$ cat config.mk
export PLATFORM = sky130hd
export DESIGN_NAME = wash_sequencer
export DESIGN_NICKNAME = d
export VERILOG_FILES = /design/src/rtl/wash_sequencer.sv
export SDC_FILE = /design/constraint.sdc
export NUM_CORES = 1
export LEC_CHECK = 0
export CAP_MARGIN = 15
export CORE_MARGIN = 5
export CORE_UTILIZATION = 25
export DETAILED_ROUTE_END_ITERATION = 10
export GPL_ROUTABILITY_DRIVEN = 0
export PLACE_DENSITY = 0.46
export RECOVER_POWER = 50
export SETUP_SLACK_MARGIN = 0.02
export SYNTH_ARGS = -nofsm -noshare
export SYNTH_HDL_FRONTEND = slang
export SYNTH_SLANG_ARGS = --single-unit
$ cat constraint.sdc
create_clock -name cp -period 3.62 [get_ports cp]
set_input_delay 0.905 -clock cp [delete_from_list [all_inputs] [get_ports cp]]
set_output_delay 0.905 -clock cp [all_outputs]
set_load 0.01 [all_outputs]
$ cat src/rtl/wash_sequencer.sv
// wash_sequencer: washing-machine controller.
// Holds the machine state and a packed vector of the time left in each phase. It loads
// program presets, counts phases down on the time-base tick, and handles pause, lid-open
// error and finish/buzzer sequencing.
//
// Parameters:
//   FINISH_HOLD  number of tick pulses the buzzer sounds in finish before shutdown
// Ports:
//   cp         in   clock
//   reset      in   synchronous active-high reset
//   power_btn  in   power toggle pulse
//   start_btn  in   start / pause / resume pulse
//   mode_btn   in   preset select pulse (set state only)
//   lid_open   in   lid level, 1 = open
//   tick       in   one unit of phase time
//   state      out  0 shutDown, 1 begin, 2 set, 3 run, 4 error, 5 pause, 6 finish
//   msg        out  remaining units, f7..f0 = [25:23],[22:19],[18:16],[15:13],[12:10],
//                   [9:6],[5:3],[2:0]
//   buzzer     out  high in error and finish
// Build option:
//   WASH_LID_LOCK_EN  enables lid handling (error state, start blocked while lid open).
//                     Without it the lid input is ignored.
module wash_sequencer #(
  parameter int unsigned FINISH_HOLD = 3
) (
  input  logic        cp,
  input  logic        reset,
  input  logic        power_btn,
  input  logic        start_btn,
  input  logic        mode_btn,
  input  logic        lid_open,
  input  logic        tick,
  output logic [2:0]  state,
  output logic [25:0] msg,
  output logic        buzzer
);

  localparam int unsigned HoldW = (FINISH_HOLD < 2) ? 1 : $clog2(FINISH_HOLD + 1);

  typedef enum logic [2:0] {
    StShutDown = 3'd0,
    StBegin    = 3'd1,
    StSet      = 3'd2,
    StRun      = 3'd3,
    StError    = 3'd4,
    StPause    = 3'd5,
    StFinish   = 3'd6
  } state_e;

  state_e           state_q, state_d;
  logic [25:0]      msg_q, msg_d;
  logic [1:0]       preset_q, preset_d;
  logic [HoldW-1:0] hold_q, hold_d;
  logic             buzzer_q, buzzer_d;

  logic             lid_evt;
  logic [7:0]       field_nz;
  logic [25:0]      dec_msg;

`ifdef WASH_LID_LOCK_EN
  assign lid_evt = lid_open;
`else
  logic unused_lid;
  assign unused_lid = lid_open;
  assign lid_evt    = 1'b0;
`endif

  function automatic logic [25:0] preset_msg(input logic [1:0] idx);
    case (idx)
      2'd0:    preset_msg = {3'd2, 4'd9,  3'd3, 3'd2, 3'd3, 4'd6,  3'd2, 3'd4};
      2'd1:    preset_msg = {3'd0, 4'd5,  3'd2, 3'd0, 3'd2, 4'd4,  3'd0, 3'd3};
      2'd2:    preset_msg = {3'd4, 4'd15, 3'd5, 3'd3, 3'd5, 4'd10, 3'd3, 3'd6};
      default: preset_msg = {3'd0, 4'd0,  3'd0, 3'd0, 3'd0, 4'd8,  3'd0, 3'd5};
    endcase
  endfunction

  assign field_nz = {|msg_q[25:23], |msg_q[22:19], |msg_q[18:16], |msg_q[15:13],
                     |msg_q[12:10], |msg_q[9:6],   |msg_q[5:3],   |msg_q[2:0]};

  // Decrement the highest non-zero field by subtracting one at its LSB. The field is
  // non-zero so no borrow leaves it; an all-zero vector is left untouched (saturation).
  always_comb begin
    dec_msg = msg_q;
    if      (field_nz[7]) dec_msg = msg_q - 26'(1 << 23);
    else if (field_nz[6]) dec_msg = msg_q - 26'(1 << 19);
    else if (field_nz[5]) dec_msg = msg_q - 26'(1 << 16);
    else if (field_nz[4]) dec_msg = msg_q - 26'(1 << 13);
    else if (field_nz[3]) dec_msg = msg_q - 26'(1 << 10);
    else if (field_nz[2]) dec_msg = msg_q - 26'(1 << 6);
    else if (field_nz[1]) dec_msg = msg_q - 26'(1 << 3);
    else if (field_nz[0]) dec_msg = msg_q - 26'(1);
  end

  always_comb begin
    state_d  = state_q;
    msg_d    = msg_q;
    preset_d = preset_q;
    hold_d   = hold_q;

    if (power_btn) begin
      if (state_q == StShutDown) begin
        state_d = StBegin;
      end else begin
        state_d  = StShutDown;
        msg_d    = '0;
        preset_d = '0;
        hold_d   = '0;
      end
    end else begin
      case (state_q)
        StShutDown: ;
        StBegin: begin
          msg_d    = preset_msg(2'd0);
          preset_d = 2'd0;
          state_d  = StSet;
        end
        StSet: begin
          if (start_btn) begin
            state_d = StRun;
          end else if (mode_btn) begin
            preset_d = preset_q + 2'd1;
            msg_d    = preset_msg(preset_q + 2'd1);
          end
        end
        StRun: begin
          if (lid_evt) begin
            state_d = StError;
          end else if (start_btn) begin
            state_d = StPause;
          end else if (msg_q == '0) begin
            state_d = StFinish;
          end else if (tick) begin
            msg_d = dec_msg;
            // Last decrement and entry into finish share one edge.
            if (dec_msg == '0) state_d = StFinish;
          end
        end
        StPause: begin
          if (start_btn && !lid_evt) state_d = StRun;
        end
        StError: begin
          if (!lid_evt) state_d = StPause;
        end
        StFinish: begin
          msg_d = '0;
          if (FINISH_HOLD == 0) begin
            state_d = StShutDown;
            hold_d  = '0;
          end else if (tick) begin
            if (hold_q == HoldW'(FINISH_HOLD - 1)) begin
              state_d = StShutDown;
              hold_d  = '0;
            end else begin
              hold_d = hold_q + 1'b1;
            end
          end
        end
        default: begin
          state_d = StShutDown;
          msg_d   = '0;
        end
      endcase
    end
  end

  // Buzzer decoded from the next state so it rises on the edge entering error/finish.
  assign buzzer_d = (state_d == StError) || (state_d == StFinish);

  always_ff @(posedge cp) begin
    if (reset) begin
      state_q  <= StShutDown;
      msg_q    <= '0;
      preset_q <= '0;
      hold_q   <= '0;
      buzzer_q <= 1'b0;
    end else begin
      state_q  <= state_d;
      msg_q    <= msg_d;
      preset_q <= preset_d;
      hold_q   <= hold_d;
      buzzer_q <= buzzer_d;
    end
  end

  assign state  = state_q;
  assign msg    = msg_q;
  assign buzzer = buzzer_q;

endmodule

==> results.py, run 1 <==
metrics = {
    "critical_path": {
        "critPathRequiredTime_ps": 3850,
        "start_kind": "input pin",
        "cp-end-kind": "register",
        "worstRegToRegCells": 11,
        "crit_path_max_fanout": 14,
        "worst_ep_arrival_time_ps": 3620,
        "crit_type": "in2reg",
    },
    "timing": {
        "finClkSkew_ps": 5.93,
        "final-setup-viol-count": 0,
        "hold_viol_final": 0,
        "timing.final.ws_setup_ps": 227,
        "setup_tns_ps": 0,
        "min_period_ps": 3390,
        "max_freq_mhz": 295,
        "post-route-period-util": 0.937,
        "drv_slew": 0,
        "tightest_slew_ps": 1050,
        "rsz0062_at_grt": "false",
        "slew_headroom": 0.298,
    },
    "logic_synthesis": {
        "synth_seq_area_share": 0.188,
        "synth_cell_type_count": 70,
        "syn_area_per_cell_um2": 6.95,
        "ys.flop_type": "dfxtp_1",
        "netlist_area_um2": 3610,
        "syn_nets": 548,
        "async_reset_ff_frac": 0,
        "synthCells": 520,
        "yosysMostFrequentCell": "nand2_1",
        "synth_edf_count": 0,
        "synth_area_leaders": "dfxtp_1 19%, ha_1 7.3%, nand2_1 6.5%, a21oi_1 6.0%, nor2_1 4.5%",
        "synth_seq_cells": 34,
        "ys_warn_count": 0,
        "synth_common_cells": "63 x nand2_1, 43 x a21oi_1, 43 x nor2_1, 34 x dfxtp_1",
        "synth_top_area_share": 0.188,
        "synth_top_area_cell": "dfxtp_1",
    },
    "placement": {
        "dp_hpwl_um": 10700,
        "port_buffers": 35,
        "post-place-ws_ps": 69.6,
        "place_area_um2": 4380,
    },
    "cells_and_area": {
        "antenna_cells": 0,
        "area_growth_pct": 25.9,
        "layout.nets": 597,
        "layout-drive-gt1-share": 0.112,
        "fillers": 1536,
        "final_area_um2": 4550,
        "ff_latch_area_um2": 681,
        "multi_input_comb_area_um2": 2690,
    },
    "detailed_routing": {
        "viasPerCell": 5.61,
        "routed_wirelength_um": 14400,
        "route.detailed.drc": 0,
        "drt-initial-drc-count": 399,
        "drt_pre_antenna_iters": 5,
        "vias": 4232,
        "ant_nets": 0,
        "avgRoutedWirePerCell_um": 19.1,
    },
    "worst_hold_path": {
        "whs_path_depth": 2,
        "hold_class": "reg2reg",
    },
    "global_route": {
        "grt.total_usage": 0.169,
        "antenna_found_initial": 0,
        "grt_pass1_vias": 3857,
        "grt_max_degree": 34,
        "grt-ovfl-total": 0,
        "grt_pass1_wl_um": 22200,
    },
    "floorplan": {
        "dieWidth_um": 130,
        "start_util": 0.252,
        "rows": 44,
        "core-area_um2": 14400,
        "die_h_um": 130,
        "io_pins": 37,
        "die_area_um2": 17000,
    },
    "power": {
        "ir_drop_mv": 0.140,
        "power.switching_mw": 0.320,
        "p_leak_nw": 1.91,
        "comb_power_share": 0.175,
        "swShare": 0.293,
        "p_int_mw": 0.775,
        "power_density_nw_per_um2": 241,
        "share_seq_of_total_power": 0.347,
        "p_clk_frac": 0.478,
    },
    "clock_network": {
        "clkSinkCount": 34,
        "tritoncts": "yes",
        "cts_buffer_depth": 2,
        "cts_hold_buf": 0,
        "htreeDepth": 2,
        "clk_pin_slew_ps": 60,
        "cts_root_buf": "clkbuf_16",
        "post_cts_buffers": 0,
        "worst_skew_pair.late_latency_ps": 300,
        "numCtsBuffers": 5,
        "ctsResizeCount": 0,
    },
    "flow_run": {
        "cap_violations": 0,
    },
    "run_status": {
        "status": "finished clean",
    },
}
registers in the layout (all words and copies together) (netlist names):
signal    count
msg          26
state         3
hold_q        2
preset_q      2
buzzer        1
logic make-up after synthesis:
logic type      after synthesis  share of synthesized area
flops                        34                      0.188
simple gates                217                      0.319
mux                           7                     0.0201
buf+inv                      66                     0.0710
xor+xnor                      7                     0.0170
compound gates              168                      0.312
fa+ha+maj                    21                     0.0727
layout make-up:
class,count,area share
repair buffers,75,0.144
flip-flops and latches,34,0.150
clock inverters,3,0.00990
multi-input cells,420,0.591
inverters,33,0.0272
well taps,184,0.0506
clock buffers,5,0.0275
routing by layer:
metal  up-vias  track usage  part of all wire
li1       2051            -                 -
met1      2036        0.239              0.47
met2       122        0.261              0.45
met3        23       0.0287             0.048
met4         0       0.0556             0.025
met5         -            0                 0
placed cells by master, fill, tap and decap left out, types with 5 or more instances in the layout:
master / instances
nand2_1: 63
nor2_1: 43
a21oi_1: 43
buf_4: 37
dfxtp_1: 34
inv_1: 32
o21ai_0: 32
dlygate4sd3_1: 29
ha_1: 20
nor4_1: 14
nand3_1: 11
nand2b_1: 10
nor3_1: 10
a22oi_1: 10
nor2b_1: 9
a211oi_1: 9
nand4_1: 8
o31ai_1: 7
xnor2_1: 7
a31oi_1: 6
clkdlybuf4s50_1: 6
nor3b_1: 5
and3_1: 5
and2_1: 5
o22ai_1: 5
o2111ai_1: 5
mux2i_1: 5
or3_1: 5
clkbuf_16: 5
worst max-delay path, stage by stage:
cell and delay (ps):
dlygate4sd3_1 810, nand2b_1 160, a21oi_1 80, a221o_1 350
nor2_1 820, o221ai_1 300, a21oi_1 180
power by group through the flow:
stage	clock network (mW)	registers (mW)	logic, mW
6_report	0.524	0.380	0.191
5_1_grt	0.551	0.381	0.207
4_1_cts	0.538	0.380	0.190
3_5_place_dp	0	0.389	0.189
3_3_place_gp	0	0.388	0.188
2_1_floorplan	0	0.389	0.120
path summary, 6_finish.rpt:
path	slack [ps]	endpoint	from
hold reg to reg	490	hold_q[0]$_SDFFE_PP0P_	hold_q[0]$_SDFFE_PP0P_
setup / recovery	230	msg[2]$_SDFFE_PP0P_	power_btn
hold / removal	490	hold_q[0]$_SDFFE_PP0P_	hold_q[0]$_SDFFE_PP0P_
setup reg to reg	280	state[0]$_SDFF_PP0_	msg[16]$_SDFFE_PP0P_
through the flow:
step           cells  power [mW]  hold slack, ps   util
2_1_floorplan    520       0.509             453      -
3_3_place_gp     746       0.577             472  0.305
3_5_place_dp     746       0.577             482  0.305
4_1_cts          754        1.11             492  0.316
5_1_grt          754        1.14             523  0.317
6_report         754        1.10             489  0.317
Power figures use the tool's default switching activity.
==> run 2: changes to the inputs <==
clock period = 3.6 ns   (was 3.62 ns; I/O delays follow)
==> run 2 against run 1 <==
Net effect:
- clock-buffer cell count grew 1
- largest power group unchanged
- final cell count grew 0.40%
- non-clock buffer count is 3 higher
==> results.py, run 2 (synthesis gave the netlist of run 1 again) <==
metrics = {
    "cells_and_area": {
        "largest_reg_flops": 26,
        "layout-drive-gt1-share": 0.119,
        "area_growth_pct": 26.8,
        "layout_commonest_cell": "nand2_1",
        "layout.nets": 600,
        "fillers": 1564,
        "final_cell_mix": "63 x nand2_1, 43 x nor2_1, 43 x a21oi_1",
        "antenna_cells": 0,
    },
    "power": {
        "power_density_nw_per_um2": 258,
        "ir_drop_mv": 0.140,
        "p_int_mw": 0.867,
        "total_power_mw": 1.18,
        "p_clk_frac": 0.516,
        "power.switching_mw": 0.314,
        "swShare": 0.266,
        "share_seq_of_total_power": 0.327,
        "p_leak_nw": 1.94,
        "comb_power_share": 0.157,
    },
    "run_status": {
        "status": "finished clean",
    },
    "timing": {
        "post-route-period-util": 0.943,
        "rsz0062_at_grt": "false",
        "min_period_ps": 3390,
        "drv_slew": 0,
        "hold_viol_final": 0,
        "setup_tns_ps": 0,
        "final-setup-viol-count": 0,
        "slew_headroom": 0.307,
        "max_freq_mhz": 295,
        "tightest_slew_ps": 1040,
        "finClkSkew_ps": 6.11,
    },
    "detailed_routing": {
        "avgRoutedWirePerCell_um": 18.9,
        "routed_wirelength_um": 14300,
        "vias": 4240,
        "route.detailed.drc": 0,
        "drt_pre_antenna_iters": 5,
        "ant_nets": 0,
        "drt-initial-drc-count": 440,
        "viasPerCell": 5.60,
    },
    "critical_path": {
        "crit_path_max_fanout": 6,
        "reg2reg_slack_ps": 210,
        "worstRegToRegCells": 11,
        "worst_ep_arrival_time_ps": 3590,
        "crit_type": "reg2reg",
        "start_kind": "register",
        "critPathRequiredTime_ps": 3790,
        "startpoint": "msg[0]$_SDFFE_PP0P_",
        "endpoint": "state[0]$_SDFF_PP0_",
        "worst_r2r_endpoint": "state[0]$_SDFF_PP0_",
        "rr_startpoint": "msg[0]$_SDFFE_PP0P_",
        "cp-end-kind": "register",
    },
    "clock_network": {
        "tritoncts": "yes",
        "numCtsBuffers": 5,
        "worst_skew_pair.late_latency_ps": 300,
        "cts_root_buf": "clkbuf_16",
        "clkSinkCount": 34,
        "cts_hold_buf": 0,
        "cts_buffer_depth": 2,
        "htreeDepth": 2,
        "clk_pin_slew_ps": 60,
    },
    "global_route": {
        "grt-ovfl-total": 0,
        "grt_pass1_wl_um": 23200,
        "antenna_found_initial": 0,
        "grt_pass1_vias": 4118,
        "grt.total_usage": 0.174,
        "grt_max_degree": 34,
    },
    "floorplan": {
        "io_pins": 37,
        "core-area_um2": 14400,
        "dieWidth_um": 130,
        "rows": 44,
        "die_h_um": 130,
        "die_area_um2": 17000,
        "start_util": 0.252,
    },
    "placement": {
        "dp_hpwl_um": 10700,
        "port_buffers": 35,
    },
    "flow_run": {
        "cap_violations": 0,
    },
    "worst_hold_path": {
        "hold_class": "reg2reg",
    },
}
## run 2: cell count changes in the layout (fill, tap and decap cells not counted)
cell             before  now
buf_12                1    0
buf_4                37   41
bufinv_16             1    2
clkbuf_8              0    1
clkdlybuf4s50_1       6    7
clkinvlp_4            2    0
dlygate4sd3_1        29   28
ha_1                 20   19
ha_2                  0    2
ha_4                  1    0
## run 2: worst min-delay path by stage
stage                                start                      to  depth (start not counted)
finish              hold_q[0]$_SDFFE_PP0P_  hold_q[0]$_SDFFE_PP0P_                          2
global route        hold_q[1]$_SDFFE_PP0P_  hold_q[1]$_SDFFE_PP0P_                          2
CTS                 hold_q[0]$_SDFFE_PP0P_  hold_q[0]$_SDFFE_PP0P_                          2
detailed placement  hold_q[0]$_SDFFE_PP0P_  hold_q[0]$_SDFFE_PP0P_                          2
global placement    hold_q[0]$_SDFFE_PP0P_  hold_q[0]$_SDFFE_PP0P_                          2
floorplan           hold_q[0]$_SDFFE_PP0P_  hold_q[0]$_SDFFE_PP0P_                          2
## run 2: area by class of cell
cell class,count,area [um^2],share of cell area
clock inverters,2,60.1,0.0131
flip-flops and latches,34,681,0.149
well taps,184,230,0.0502
repair buffers,78,666,0.145
clock buffers,6,139,0.0303
inverters,33,124,0.0270
multi-input cells,420,2680,0.586
## run 2: worst max-delay path, stage by stage (launching register included)
cell       delay (ps)
dfxtp_1           320
inv_1              70
ha_1              260
ha_1              280
o41a_1            410
o21ai_0           350
and2_1            240
mux2i_1           110
a2111oi_1         490
and4_1            340
nand4_1           210
a21o_1            210
## run 2: timing repair
item	in CTS	in global routing
setup endpoints to repair	0	3
resized for setup	0	3
buffers inserted	0	0
## run 2: routing by layer
metal / global-route usage / share of wire / wire length [um]
met2: 0.279 / 0.46 / 6640
met3: 0.0315 / 0.050 / 711
met5: 0 / 0 / 0
met4: 0.0477 / 0.020 / 289
met1: 0.240 / 0.47 / 6700
## run 2: power groups by stage
| stage | Combinational (mW) | Clock (mW) | Sequential, mW |
|---|---|---|---|
| global placement | 0.182 | 0 | 0.394 |
| CTS | 0.184 | 0.627 | 0.386 |
| finish | 0.185 | 0.609 | 0.386 |
| floorplan | 0.120 | 0 | 0.391 |
| detailed placement | 0.183 | 0 | 0.395 |
| global route | 0.202 | 0.646 | 0.387 |
## run 2: per-stage QoR
step	utilization	setup slack, ps	cells	cell area (um^2)	hold slack (ps)
floorplan	-	522	520	3610	453
global placement	0.305	276	749	4390	470
detailed placement	0.305	271	749	4390	476
CTS	0.319	236	757	4580	488
global route	0.319	81.4	757	4580	520
finish	0.319	206	757	4580	490
